## src/rtl/lsu_pkg.sv

```systemverilog
// Shared types and helpers for the load/store unit.
// Misaligned-access trapping is enabled by defining LSU_MISALIGN_TRAP_EN.
package lsu_pkg;

  localparam logic [2:0] F3_LB  = 3'b000;
  localparam logic [2:0] F3_LH  = 3'b001;
  localparam logic [2:0] F3_LW  = 3'b010;
  localparam logic [2:0] F3_LBU = 3'b100;
  localparam logic [2:0] F3_LHU = 3'b101;
  localparam logic [2:0] F3_SB  = 3'b000;
  localparam logic [2:0] F3_SH  = 3'b001;
  localparam logic [2:0] F3_SW  = 3'b010;

  typedef enum logic [1:0] {
    IDLE,
    REQ,
    RESP,
    DONE
  } lsu_state_e;

  typedef logic [3:0] be_t;

  typedef enum logic [1:0] {
    SZ_B,
    SZ_H,
    SZ_W
  } lsu_size_e;

  // Unused funct3 encodings fall through to word.
  function automatic lsu_size_e size_of(
    input logic [2:0] f3
  );
    lsu_size_e sz;
    unique case (f3[1:0])
      2'b00:   sz = SZ_B;
      2'b01:   sz = SZ_H;
      default: sz = SZ_W;
    endcase
    return sz;
  endfunction

  function automatic logic misaligned(
    input logic [2:0] f3,
    input logic [1:0] off
  );
    logic m;
    unique case (size_of(f3))
      SZ_H:    m = off[0];
      SZ_W:    m = (off != 2'b00);
      default: m = 1'b0;
    endcase
    return m;
  endfunction

endpackage

```

## src/rtl/load_store_unit_align.sv

```systemverilog
// Byte-lane steering for stores and lane extract/extend for loads.
// Purely combinational; word accesses ignore the address offset.
module lsu_align
  import lsu_pkg::*;
(
  input  logic [2:0]  st_funct3_i,
  input  logic [1:0]  st_off_i,
  input  logic [31:0] st_data_i,
  output be_t         be_o,
  output logic [31:0] wdata_o,
  input  logic [2:0]  ld_funct3_i,
  input  logic [1:0]  ld_off_i,
  input  logic [31:0] ld_data_i,
  output logic [31:0] ldata_o
);

  logic [7:0]  ld_b;
  logic [15:0] ld_h;
  logic        sgn;

  always_comb begin
    be_o    = 4'hF;
    wdata_o = st_data_i;
    unique case (size_of(st_funct3_i))
      SZ_B: begin
        be_o    = be_t'(4'b0001 << st_off_i);
        wdata_o = {4{st_data_i[7:0]}};
      end
      SZ_H: begin
        be_o    = st_off_i[1] ? 4'b1100 : 4'b0011;
        wdata_o = {2{st_data_i[15:0]}};
      end
      default: begin
        be_o    = 4'hF;
        wdata_o = st_data_i;
      end
    endcase
  end

  always_comb begin
    ld_b    = ld_data_i[{ld_off_i, 3'b000} +: 8];
    ld_h    = ld_off_i[1] ? ld_data_i[31:16]
                          : ld_data_i[15:0];
    sgn     = ~ld_funct3_i[2];
    ldata_o = ld_data_i;
    unique case (size_of(ld_funct3_i))
      SZ_B:    ldata_o = {{24{sgn & ld_b[7]}}, ld_b};
      SZ_H:    ldata_o = {{16{sgn & ld_h[15]}}, ld_h};
      default: ldata_o = ld_data_i;
    endcase
  end

endmodule

```

## src/rtl/load_store_unit.sv

```systemverilog
// RV32I memory-access stage over a valid/ready + rvalid bus.
// LSU_MISALIGN_TRAP_EN adds a misalign output and skips bus traffic.
module load_store_unit
  import lsu_pkg::*;
#(
  parameter int unsigned RESP_TIMEOUT = 255
) (
  input  logic        clk,
  input  logic        reset,
  input  logic        req_valid,
  input  logic        req_we,
  input  logic [2:0]  req_funct3,
  input  logic [31:0] req_addr,
  input  logic [31:0] req_wdata,
  output logic        stall,
  output logic        done,
  output logic [31:0] rdata,
  output logic        bus_err,
`ifdef LSU_MISALIGN_TRAP_EN
  output logic        misalign,
`endif
  output logic        bus_valid,
  input  logic        bus_ready,
  output logic        bus_we,
  output logic [31:0] bus_addr,
  output logic [3:0]  bus_be,
  output logic [31:0] bus_wdata,
  input  logic        bus_rvalid,
  input  logic [31:0] bus_rdata
);

  localparam int unsigned CNT_W =
    (RESP_TIMEOUT > 2) ? $clog2(RESP_TIMEOUT) : 1;
  localparam logic [CNT_W-1:0] CNT_LAST =
    CNT_W'((RESP_TIMEOUT == 0) ? 0 : RESP_TIMEOUT - 1);
  localparam bit TO_EN = (RESP_TIMEOUT != 0);

  lsu_state_e       state_q;
  logic             bus_valid_q;
  logic             bus_we_q;
  logic [31:0]      bus_addr_q;
  be_t              bus_be_q;
  logic [31:0]      bus_wdata_q;
  logic [31:0]      rdata_q;
  logic             err_q;
  logic [CNT_W-1:0] cnt_q;
  logic [2:0]       ld_f3_q;
  logic [1:0]       ld_off_q;
`ifdef LSU_MISALIGN_TRAP_EN
  logic             misalign_q;
`endif

  be_t         be_d;
  logic [31:0] wdata_d;
  logic [31:0] ldata_d;

  lsu_align u_align (
    .st_funct3_i (req_funct3),
    .st_off_i    (req_addr[1:0]),
    .st_data_i   (req_wdata),
    .be_o        (be_d),
    .wdata_o     (wdata_d),
    .ld_funct3_i (ld_f3_q),
    .ld_off_i    (ld_off_q),
    .ld_data_i   (bus_rdata),
    .ldata_o     (ldata_d)
  );

  always_ff @(posedge clk or posedge reset) begin
    if (reset) begin
      state_q     <= IDLE;
      bus_valid_q <= 1'b0;
      bus_we_q    <= 1'b0;
      bus_addr_q  <= '0;
      bus_be_q    <= '0;
      bus_wdata_q <= '0;
      rdata_q     <= '0;
      err_q       <= 1'b0;
      cnt_q       <= '0;
      ld_f3_q     <= '0;
      ld_off_q    <= '0;
`ifdef LSU_MISALIGN_TRAP_EN
      misalign_q  <= 1'b0;
`endif
    end else begin
      unique case (state_q)
        IDLE: begin
          if (req_valid) begin
            rdata_q <= '0;
            err_q   <= 1'b0;
`ifdef LSU_MISALIGN_TRAP_EN
            if (misaligned(req_funct3, req_addr[1:0])) begin
              state_q    <= DONE;
              misalign_q <= 1'b1;
            end else
`endif
            begin
              state_q     <= REQ;
              bus_valid_q <= 1'b1;
              bus_we_q    <= req_we;
              bus_addr_q  <= {req_addr[31:2], 2'b00};
              bus_be_q    <= be_d;
              bus_wdata_q <= wdata_d;
              ld_f3_q     <= req_funct3;
              ld_off_q    <= req_addr[1:0];
            end
          end
        end
        REQ: begin
          if (bus_ready) begin
            bus_valid_q <= 1'b0;
            bus_we_q    <= 1'b0;
            cnt_q       <= '0;
            state_q     <= bus_we_q ? DONE : RESP;
          end
        end
        RESP: begin
          // Responses seen in any other state are stale and dropped.
          if (bus_rvalid) begin
            rdata_q <= ldata_d;
            state_q <= DONE;
          end else if (TO_EN && (cnt_q == CNT_LAST)) begin
            rdata_q <= '0;
            err_q   <= 1'b1;
            state_q <= DONE;
          end else begin
            cnt_q <= cnt_q + CNT_W'(1);
          end
        end
        DONE: begin
          state_q <= IDLE;
`ifdef LSU_MISALIGN_TRAP_EN
          misalign_q <= 1'b0;
`endif
        end
      endcase
    end
  end

  assign stall     = req_valid & (state_q != DONE);
  assign done      = (state_q == DONE);
  assign rdata     = rdata_q;
  assign bus_err   = err_q;
  assign bus_valid = bus_valid_q;
  assign bus_we    = bus_we_q;
  assign bus_addr  = bus_addr_q;
  assign bus_be    = bus_be_q;
  assign bus_wdata = bus_wdata_q;
`ifdef LSU_MISALIGN_TRAP_EN
  assign misalign  = misalign_q;
`endif

endmodule

```

## config.mk

```make
export PLATFORM = sky130hd
export DESIGN_NAME = load_store_unit
export DESIGN_NICKNAME = d
export VERILOG_FILES = /design/src/rtl/lsu_pkg.sv /design/src/rtl/load_store_unit_align.sv /design/src/rtl/load_store_unit.sv
export SDC_FILE = /design/constraint.sdc
export NUM_CORES = 1
export LEC_CHECK = 0
export BUFFER_PORTS_ARGS = -buffer_cell sky130_fd_sc_hd__buf_2
export CAP_MARGIN = 20
export CELL_PAD_IN_SITES_DETAIL_PLACEMENT = 1
export CELL_PAD_IN_SITES_GLOBAL_PLACEMENT = 1
export CORE_ASPECT_RATIO = 1.4
export CORE_UTILIZATION = 37
export CTS_CLUSTER_SIZE = 40
export DETAILED_ROUTE_END_ITERATION = 10
export PLACE_DENSITY = 0.76
export SYNTH_ARGS = -nofsm -noshare
export SYNTH_HDL_FRONTEND = slang
export SYNTH_SLANG_ARGS = --single-unit
export TNS_END_PERCENT = 50
```

## constraint.sdc

```tcl
create_clock -name clk -period 4.8 [get_ports clk]
set_clock_uncertainty 0.2 [all_clocks]
set_input_delay 0.24 -clock clk [delete_from_list [all_inputs] [get_ports clk]]
set_output_delay 0.24 -clock clk [all_outputs]
set_load 0.02 [all_outputs]
```

* Word-level counts from Yosys, hierarchy flattened
Cells that the tools add are included.
Widths: inputs -> output; s select.
** Word-level totals
- Logic and storage cells :: 77
- Bits of input ports :: 105
- Register bits after elaboration :: 116
** Operators by class
- Bitwise operators :: 4
- Shift-type cells :: 2
- Mux-type cells :: 30
- Reduce and logical (&&, ||, !) cells :: 14
- Eq/ne operators :: 15
- $add $sub $neg :: 1
** Operator list (count)
- $pmux 32 s2 :: 3
- $mux 32 :: 3
- $shiftx 32x6->8 :: 1
- $mux 8 :: 3
- $mux 16 :: 1
- $pmux 8 s2 :: 1
- $ne 2x2->1 const B :: 6
- $eq 2x1->1 const B :: 5
- $logic_not 2->1 :: 5
- $reduce_and 3->1 :: 3
- $add 8x1->8 const B :: 1
- $eq 8x8->1 const B :: 1
- $mux 2 :: 4
- $pmux 2 s2 :: 2
- $pmux 2 s4 :: 1
- $pmux 4 s2 :: 1
- $reduce_and 4->1 :: 2
- $mux 1 :: 7
- $pmux 1 s2 :: 3
- $reduce_bool 2->1 :: 3
- $eq 2x2->1 const B :: 2
- $mux 4 :: 1
- $shl 1x2->4 const A :: 1
- $and 1x1->1 :: 3
- other kinds (3) :: 3

* Depth between registers and ports, before layout
Gate-level depths: netlist of the first run.
- Word-level depth :: 6
- Depth in mapped cells :: 9
- Depth with buffers taken out :: 6

* Cells and area by module
A second synthesis of the first run with hierarchy kept.
** Second synthesis, totals
- Cell total of the unflattened synthesis :: 514
- Area, all modules :: 6089.6 µm²
** Modules (own cells, without submodules)
- load_store_unit :: cells an instance 350, seq. area each 2902.8 µm², instances 1, area each 4897.2 µm²
- lsu_align :: cells an instance 164, seq. area each 0.0 µm², instances 1, area each 1192.4 µm²

* Worst setup path after synthesis of the first run
Ideal clock, no wire load.
- Path kind :: register -> register
- Start point :: reg state_q[0]
- End point :: reg rdata_q[16], in the netlist rdata[16]
- Data arrival time :: 1.650 ns
- Data required time :: 4.477 ns
- Buffers on the path :: 3
- Clock period less this slack :: 1.973 ns
- Cell stages (with the launch flop) :: 10
- Path slack :: 2.827 ns
- Cell sequence :: dfrtp_1 inv_1 ha_1 buf_2 nand2b_1 and3_1 buf_2 o21ai_2 buf_2 o2bb2ai_1
** Between the ends
- Cells in the longest elaborated chain, start to end :: 3
** Ends and longest elaborated chain
- start: declaration :: line load_store_unit.sv:38 : lsu_state_e state_q;
- start signal: assignment :: line load_store_unit.sv:114 : state_q <= bus_we_q ? DONE : RESP;
- $eq 2x2->1 or $logic_not 2->1 (tied branches) :: line load_store_unit.sv:86 : unique case (state_q)
- $ne 3x3->1 (no line), or another cell as far along
- $reduce_and 3->1 (no line)
- end signal: assignment :: line load_store_unit.sv:120 : rdata_q <= ldata_d;
- end: declaration :: line load_store_unit.sv:44 : logic [31:0] rdata_q;
Parallel ways exist; a longest one is shown, timed or not.
A chain may end at the register's enable or synchronous reset.

* Worst setup path after layout of the first run
- Start point :: reg state_q[0]
- End point :: reg rdata_q[24], in the netlist rdata[24]
Same word-level chain as after synthesis.

==> impl_metrics.py, run 1 <==
metrics = {
    "timing": {
        "rsz0062_at_grt": "false",
        "layout_min_cycle_time_ns": 2.601,
        "final_hold_viol_count": 0,
        "final-setup-viol-count": 0,
        "timing.final.crit_share_pct": 54.19,
        "report.final.slew_viol_count": 0,
        "worst_slew_pin_slew_ns": 1.067,
        "whs_ns": 0.01600,
        "fmax_ghz": 0.3844,
        "setup_slack_ns": 2.199,
        "setup_tns_ns": 0,
        "slew_headroom_pct": 28.70,
    },
    "finish": {
        "final_common_cell": "buf_2",
        "fin_nets": 902,
        "final_cell_mix": "buf_2, dfrtp_1, dlygate4sd3_1",
        "areaGrowthSynthToFinish_pct": 51.51,
        "final_layout_size_suffix_gt1_share_pct": 37.11,
        "fin_util_pct": 57.25,
    },
    "routing": {
        "drt_iter0_drc": 152,
        "vias": 5348,
        "ant_nets": 0,
        "drtPass1Iterations": 5,
        "drt-total-wl_um": 21190,
        "wl_per_cell_um": 21.25,
        "via_per_inst": 5.364,
        "drc": 0,
    },
    "critical_path": {
        "required_ns": 4.93,
        "critPathKind": "flop to flop",
        "endpoint_kind": "flop",
        "cp-start-kind": "flop",
        "r2r_start": "state_q[0]",
        "critPathArrivalTime_ns": 2.73,
        "r2r_slack_ns": 2.20,
        "rr_worst_depth": 6,
        "r2r_end": "rdata[24]",
        "crit_fanout": 17,
    },
    "global_routing": {
        "grt_max_degree": 101,
        "grt_pass1_vias": 6228,
        "grt_use_total_pct": 28.51,
        "grt_first_pass_wirelength_um": 33240,
        "gr-total-overflow": 0,
        "busiest_layer": "met2",
        "antenna_found_initial": 5,
        "met1_usage_pct": 28.94,
        "met2_usage_pct": 51.46,
        "use_met3_pct": 7.120,
    },
    "min_path": {
        "min_delay_path_depth": 3,
        "hp-start": "bus_rdata[10]",
        "min_to": "rdata[10]",
        "hp-class": "primary input to flop",
    },
    "job": {
        "maxCapViolations": 0,
    },
    "pwr": {
        "p_seq_share_pct": 31.8,
        "p_clk_share_pct": 24.5,
        "p_leak_nw": 3.986,
        "vdd_drop_max_mv": 0.2929,
        "p_sw_share_pct": 43.19,
        "p_int_mw": 3.046,
        "combPwrFrac_pct": 43.7,
        "p_switching_mw": 2.316,
        "cellPowerDensity_nw_per_um2": 648.4,
    },
    "clocking": {
        "clkSinkCount": 116,
        "cts-root-buf": "clkbuf_16",
        "cts.clk_slew.worst_paths_ns": 0.07,
        "clk_latency_ns": 0.41,
        "ctsLongestPathBuffers": 2,
        "numCtsBuffers": 17,
        "h-tree-depth": 4,
        "cts_tree": "yes",
        "postCtsSetupRepairBufs": 0,
    },
    "floorplan": {
        "rows": 52,
        "dieArea_um2": 15250,
        "die_x_um": 104.6,
        "core_area_um2": 14440,
        "io_pins": 210,
        "start_util_pct": 37.79,
        "die_y_um": 145.7,
    },
    "logic_synthesis": {
        "postSynthAreaPerCell_um2": 11.12,
        "syn-cell-area_um2": 5458,
        "synth_cell_types": 41,
        "synth_async_sr_flop_share_pct": 100.0,
        "postSynthCellCount": 491,
        "ys_seq_area_share_pct": 53.19,
        "synth_warnings": 0,
        "synthFlopType": "dfrtp_1",
        "ys_ff_latch": 116,
        "synth-edff-count": 0,
    },
    "run_status": {
        "status": "finished clean",
    },
    "placed_design": {
        "io_buffers": 207,
        "pre_cts_slack_ns": 2.216,
        "place_hpwl_um": 11800,
        "place_congestion": 0.7982,
    },
}
-- Yosys cell counts (all sizes together) (2+ instances only) --
cell     instances  area share [%]
nand4            3            0.46
dfrtp          116              53
mux2i           39             7.2
a211oi           3            0.41
o211ai           2            0.28
nand3            4            0.37
o21ba            2            0.37
mux2            43             8.9
and3             2            0.23
buf             19             1.8
nor2            19             1.4
nor2b            3            0.34
or3              9             1.0
a32o             8             1.5
nand2b          17             1.9
o21ai           50             4.9
inv              7            0.48
clkbuf          13            0.89
ha               7             1.6
nand2           49             3.4
a21oi           43             4.1
o2bb2ai         24             3.9
-- cells by family after synthesis --
| group | Yosys count | synth area share, % |
|---|---|---|
| AO/OA/AOI/OAI | 136 | 15.96 |
| adder cells (fa/ha/maj) | 7 | 1.605 |
| buffers and inverters | 39 | 3.210 |
| flip-flops | 116 | 53.19 |
| multiplexers | 83 | 16.44 |
| other | 1 | 0.06871 |
| AND/OR/NAND/NOR | 109 | 9.537 |
-- metal layers --
metal | wire [um] | vias to the layer above
li1 | - | 2374
met1 | 7521 | 2668
met2 | 11440 | 227
met3 | 1087 | 79
met4 | 1144 | 0
met5 | 0 | -
-- stage by stage --
stage	cell area (um^2)	power (mW)	instances
after global routing	8269	5.620	997
after CTS	8194	5.229	989
final	8269	5.362	997
after detailed placement	6618	3.854	859
after floorplan	5461	3.105	492
after global placement	6618	3.750	859
-- sequential cells by signal, indices dropped and copies added (netlist names) --
register,cells
cnt_q,8
bus_we,1
state_q,2
ld_f3_q,3
bus_err,1
bus_addr,30
bus_valid,1
ld_off_q,2
rdata,32
bus_wdata,32
bus_be,4
-- worst max-delay path by stage --
stage / startpoint / to / slack [ns] / depth (start not counted)
finish: state_q[0] / rdata[24] / 2.20 / 6
CTS: state_q[0] / rdata[24] / 2.20 / 6
global route: state_q[0] / rdata[16] / 1.96 / 6
floorplan: reset / bus_addr[10] / 1.29 / 1
global placement: state_q[0] / rdata[17] / 2.37 / 6
detailed placement: state_q[0] / rdata[20] / 2.22 / 6
-- final cells by class --
| type | instances | area, um^2 |
|---|---|---|
| Fill cell | 1613 | 6175 |
| Clock buffer | 17 | 425.4 |
| Antenna cell | 5 | 12.51 |
| Inverter | 7 | 28.78 |
| Sequential cell | 116 | 2903 |
| Timing Repair Buffer | 311 | 2102 |
| Multi-Input combinational cell | 337 | 2391 |
| Clock inverter | 15 | 170.2 |
| Tap cell | 189 | 236.5 |
-- worst max-delay path, cell delays in order (launching register included) --
cell and delay, ns:
dfrtp_1 0.39, inv_1 0.11, ha_1 0.31, nand2b_1 0.24, and3_1 0.63, o21ai_2 0.38, o2bb2ai_1 0.26
-- timing repair --
action,CTS,global route
hold buffers,98,0
endpoints found under the hold margin,178,0
resized for setup,0,0
-- power by group through the flow --
stage | Sequential [mW] | Combinational (mW) | Clock, mW
floorplan | 2.07 | 1.03 | 0
global placement | 1.65 | 2.10 | 0
detailed placement | 1.68 | 2.18 | 0
CTS | 1.67 | 2.25 | 1.31
global route | 1.75 | 2.51 | 1.36
finish | 1.71 | 2.34 | 1.31
Power figures use the tool's default switching activity.
==> inputs of run 2 (changes only) <==
==> constraint.sdc (replaced) <==
create_clock -name clk -period 2.4 [get_ports clk]
set_clock_uncertainty 0.2 [all_clocks]
set_input_delay 0.12 -clock clk [delete_from_list [all_inputs] [get_ports clk]]
set_output_delay 0.12 -clock clk [all_outputs]
set_load 0.02 [all_outputs]
==> run 2 against run 1 <==
Against the previous run: global-route usage is 0.86 points higher; die area stayed put; register-to-register slack got worse by 2.1 ns; core utilization up 2.1 points; critical endpoint is now rdata[6]; largest cell class unchanged.
==> impl_metrics.py, run 2 (synthesized netlist as in run 1, its figures left out) <==
metrics = {
    "run_status": {
        "status": "finished clean",
    },
    "critical_path": {
        "critPathKind": "flop to flop",
        "cp-start-kind": "flop",
        "critPathArrivalTime_ns": 2.35,
        "cpPeakStageDelay_ns": 0.43,
        "rr_worst_depth": 6,
        "cp-startpoint": "state_q[1]",
        "required_ns": 2.49,
        "critPathSlowestCell": "and3_2",
        "crit_chain": "inv_1, ha_1, nand2b_1, and3_2, o21ai_0, o2bb2ai_1",
        "crit_fanout": 17,
        "endpoint_kind": "flop",
        "r2r_start": "state_q[1]",
    },
    "timing": {
        "report.final.slew_viol_count": 0,
        "fmax_ghz": 0.4407,
        "final_hold_viol_count": 0,
        "rsz0062_at_grt": "false",
        "slew_headroom_pct": 57.95,
        "final-setup-viol-count": 0,
        "layout_min_cycle_time_ns": 2.269,
        "worst_slew_pin_slew_ns": 0.6301,
        "timing.final.crit_share_pct": 94.54,
    },
    "clocking": {
        "cts-root-buf": "clkbuf_16",
        "postCtsSetupRepairBufs": 0,
        "numCtsBuffers": 17,
        "cts_tree": "yes",
        "h-tree-depth": 4,
        "cts.clk_slew.worst_paths_ns": 0.06,
        "clkSinkCount": 116,
        "clk_latency_ns": 0.41,
        "ctsLongestPathBuffers": 2,
    },
    "floorplan": {
        "die_x_um": 104.6,
        "rows": 52,
        "dieArea_um2": 15250,
        "die_y_um": 145.7,
        "start_util_pct": 37.79,
        "core_area_um2": 14440,
        "io_pins": 210,
    },
    "pwr": {
        "p_switching_mw": 4.557,
        "p_sw_share_pct": 40.93,
        "p_int_mw": 6.577,
        "p_clk_share_pct": 25.6,
        "vdd_drop_max_mv": 0.6497,
        "p_seq_share_pct": 30.6,
        "p_leak_nw": 4.114,
        "power_mw": 11.13,
        "combPwrFrac_pct": 43.8,
        "cellPowerDensity_nw_per_um2": 1299,
    },
    "finish": {
        "multi_input_area_um2": 2400,
        "fin_nets": 926,
        "layout.cells.non_filler": 1018,
        "final_area_um2": 8568,
        "final_cell_mix": "buf_2, dfrtp_1, dlygate4sd3_1",
        "fill_cells": 1580,
        "areaGrowthSynthToFinish_pct": 56.99,
        "final_layout_size_suffix_gt1_share_pct": 36.76,
        "final_common_cell": "buf_2",
        "register_area_um2": 2903,
        "fin_util_pct": 59.32,
    },
    "placed_design": {
        "place_area_um2": 6744,
        "io_buffers": 207,
        "place_hpwl_um": 12310,
        "place_inst": 869,
        "place_congestion": 0.8341,
    },
    "routing": {
        "drc": 0,
        "wl_per_cell_um": 21.28,
        "vias": 5452,
        "drtPass1Iterations": 4,
        "wl_met3_um": 1026,
        "drt-total-wl_um": 21660,
        "via_per_inst": 5.356,
        "drt_iter0_drc": 185,
        "ant_nets": 0,
        "routedLengthMet1_um": 7804,
        "met2WireLength_um": 11760,
        "top_layer_used": "met4",
    },
    "min_path": {
        "hp-class": "primary input to flop",
        "hp-start": "req_funct3[1]",
        "min_delay_path_depth": 3,
    },
    "global_routing": {
        "grt_use_total_pct": 29.36,
        "antenna_found_initial": 1,
        "grt_max_degree": 62,
        "grt_first_pass_wirelength_um": 34300,
        "grt_pass1_vias": 6306,
        "gr-total-overflow": 0,
    },
    "job": {
        "maxCapViolations": 0,
    },
}
run 2: cell types whose count changed in the layout (fill, tap and decap cells not counted), moves of 3 or more:
cell and delta:
inv_6 -6, buf_4 +5, buf_12 +4, diode_2 -3, bufinv_16 +3, dlygate4sd3_1 +17
run 2: final timing paths:
check	endpoint	slack, ns
min reg2reg	rdata[13]	0.28
min	bus_be[2]	0.07
max in group asynchronous	bus_addr[29]	1.05
max reg2reg	rdata[6]	0.13
max	rdata[6]	0.13
min in group asynchronous	bus_addr[14]	0.08
run 2: routing by layer:
layer	track usage, %	vias up
met5	0	-
met4	16.90	0
met3	6.359	76
met2	52.78	225
met1	31.53	2755
li1	-	2396
run 2: area by class of cell:
| type | instances | share of cell area (%) |
|---|---|---|
| inverter | 7 | 0.3505 |
| multi-input combinational | 337 | 28.01 |
| clock buffer | 21 | 5.374 |
| tap | 189 | 2.760 |
| timing repair buffer | 335 | 27.25 |
| clock inverter | 11 | 2.322 |
| sequential | 116 | 33.88 |
| antenna | 2 | 0.05841 |
run 2: timing repair:
action / 4_1_cts / 5_1_grt
hold buffers: 115 / 0
hold endpoints to repair: 184 / 0
gates cloned: 0 / 0
resized for setup: 1 / 1
setup endpoints to repair: 16 / 3
run 2: power groups by stage:
stage | registers [mW] | logic [mW] | clock network (mW)
2_1_floorplan | 4.15 | 2.06 | 0
3_3_place_gp | 3.29 | 4.36 | 0
3_5_place_dp | 3.34 | 4.54 | 0
4_1_cts | 3.33 | 4.74 | 2.86
5_1_grt | 3.49 | 5.21 | 2.97
6_report | 3.40 | 4.88 | 2.85
run 2: critical path, delay by kind of cell, from the launching register on:
family                   cells  cell delay (ns)
adder cells (fa/ha/maj)      1             0.31
buffers and inverters        1             0.11
AND/OR/NAND/NOR              2             0.57
AO/OA/AOI/OAI                2             0.53
flip-flops                   1             0.42
run 2: metrics by stage:
step           worst slack, ns  TNS [ns]  hold slack [ns]
5_1_grt                0.05277         0          0.09738
3_5_place_dp          -0.04973   -0.4352         -0.03149
3_3_place_gp           0.08821         0         -0.04709
2_1_floorplan           0.4271         0          0.07057
6_report                0.1309         0          0.07320
4_1_cts                 0.1528         0          0.01997
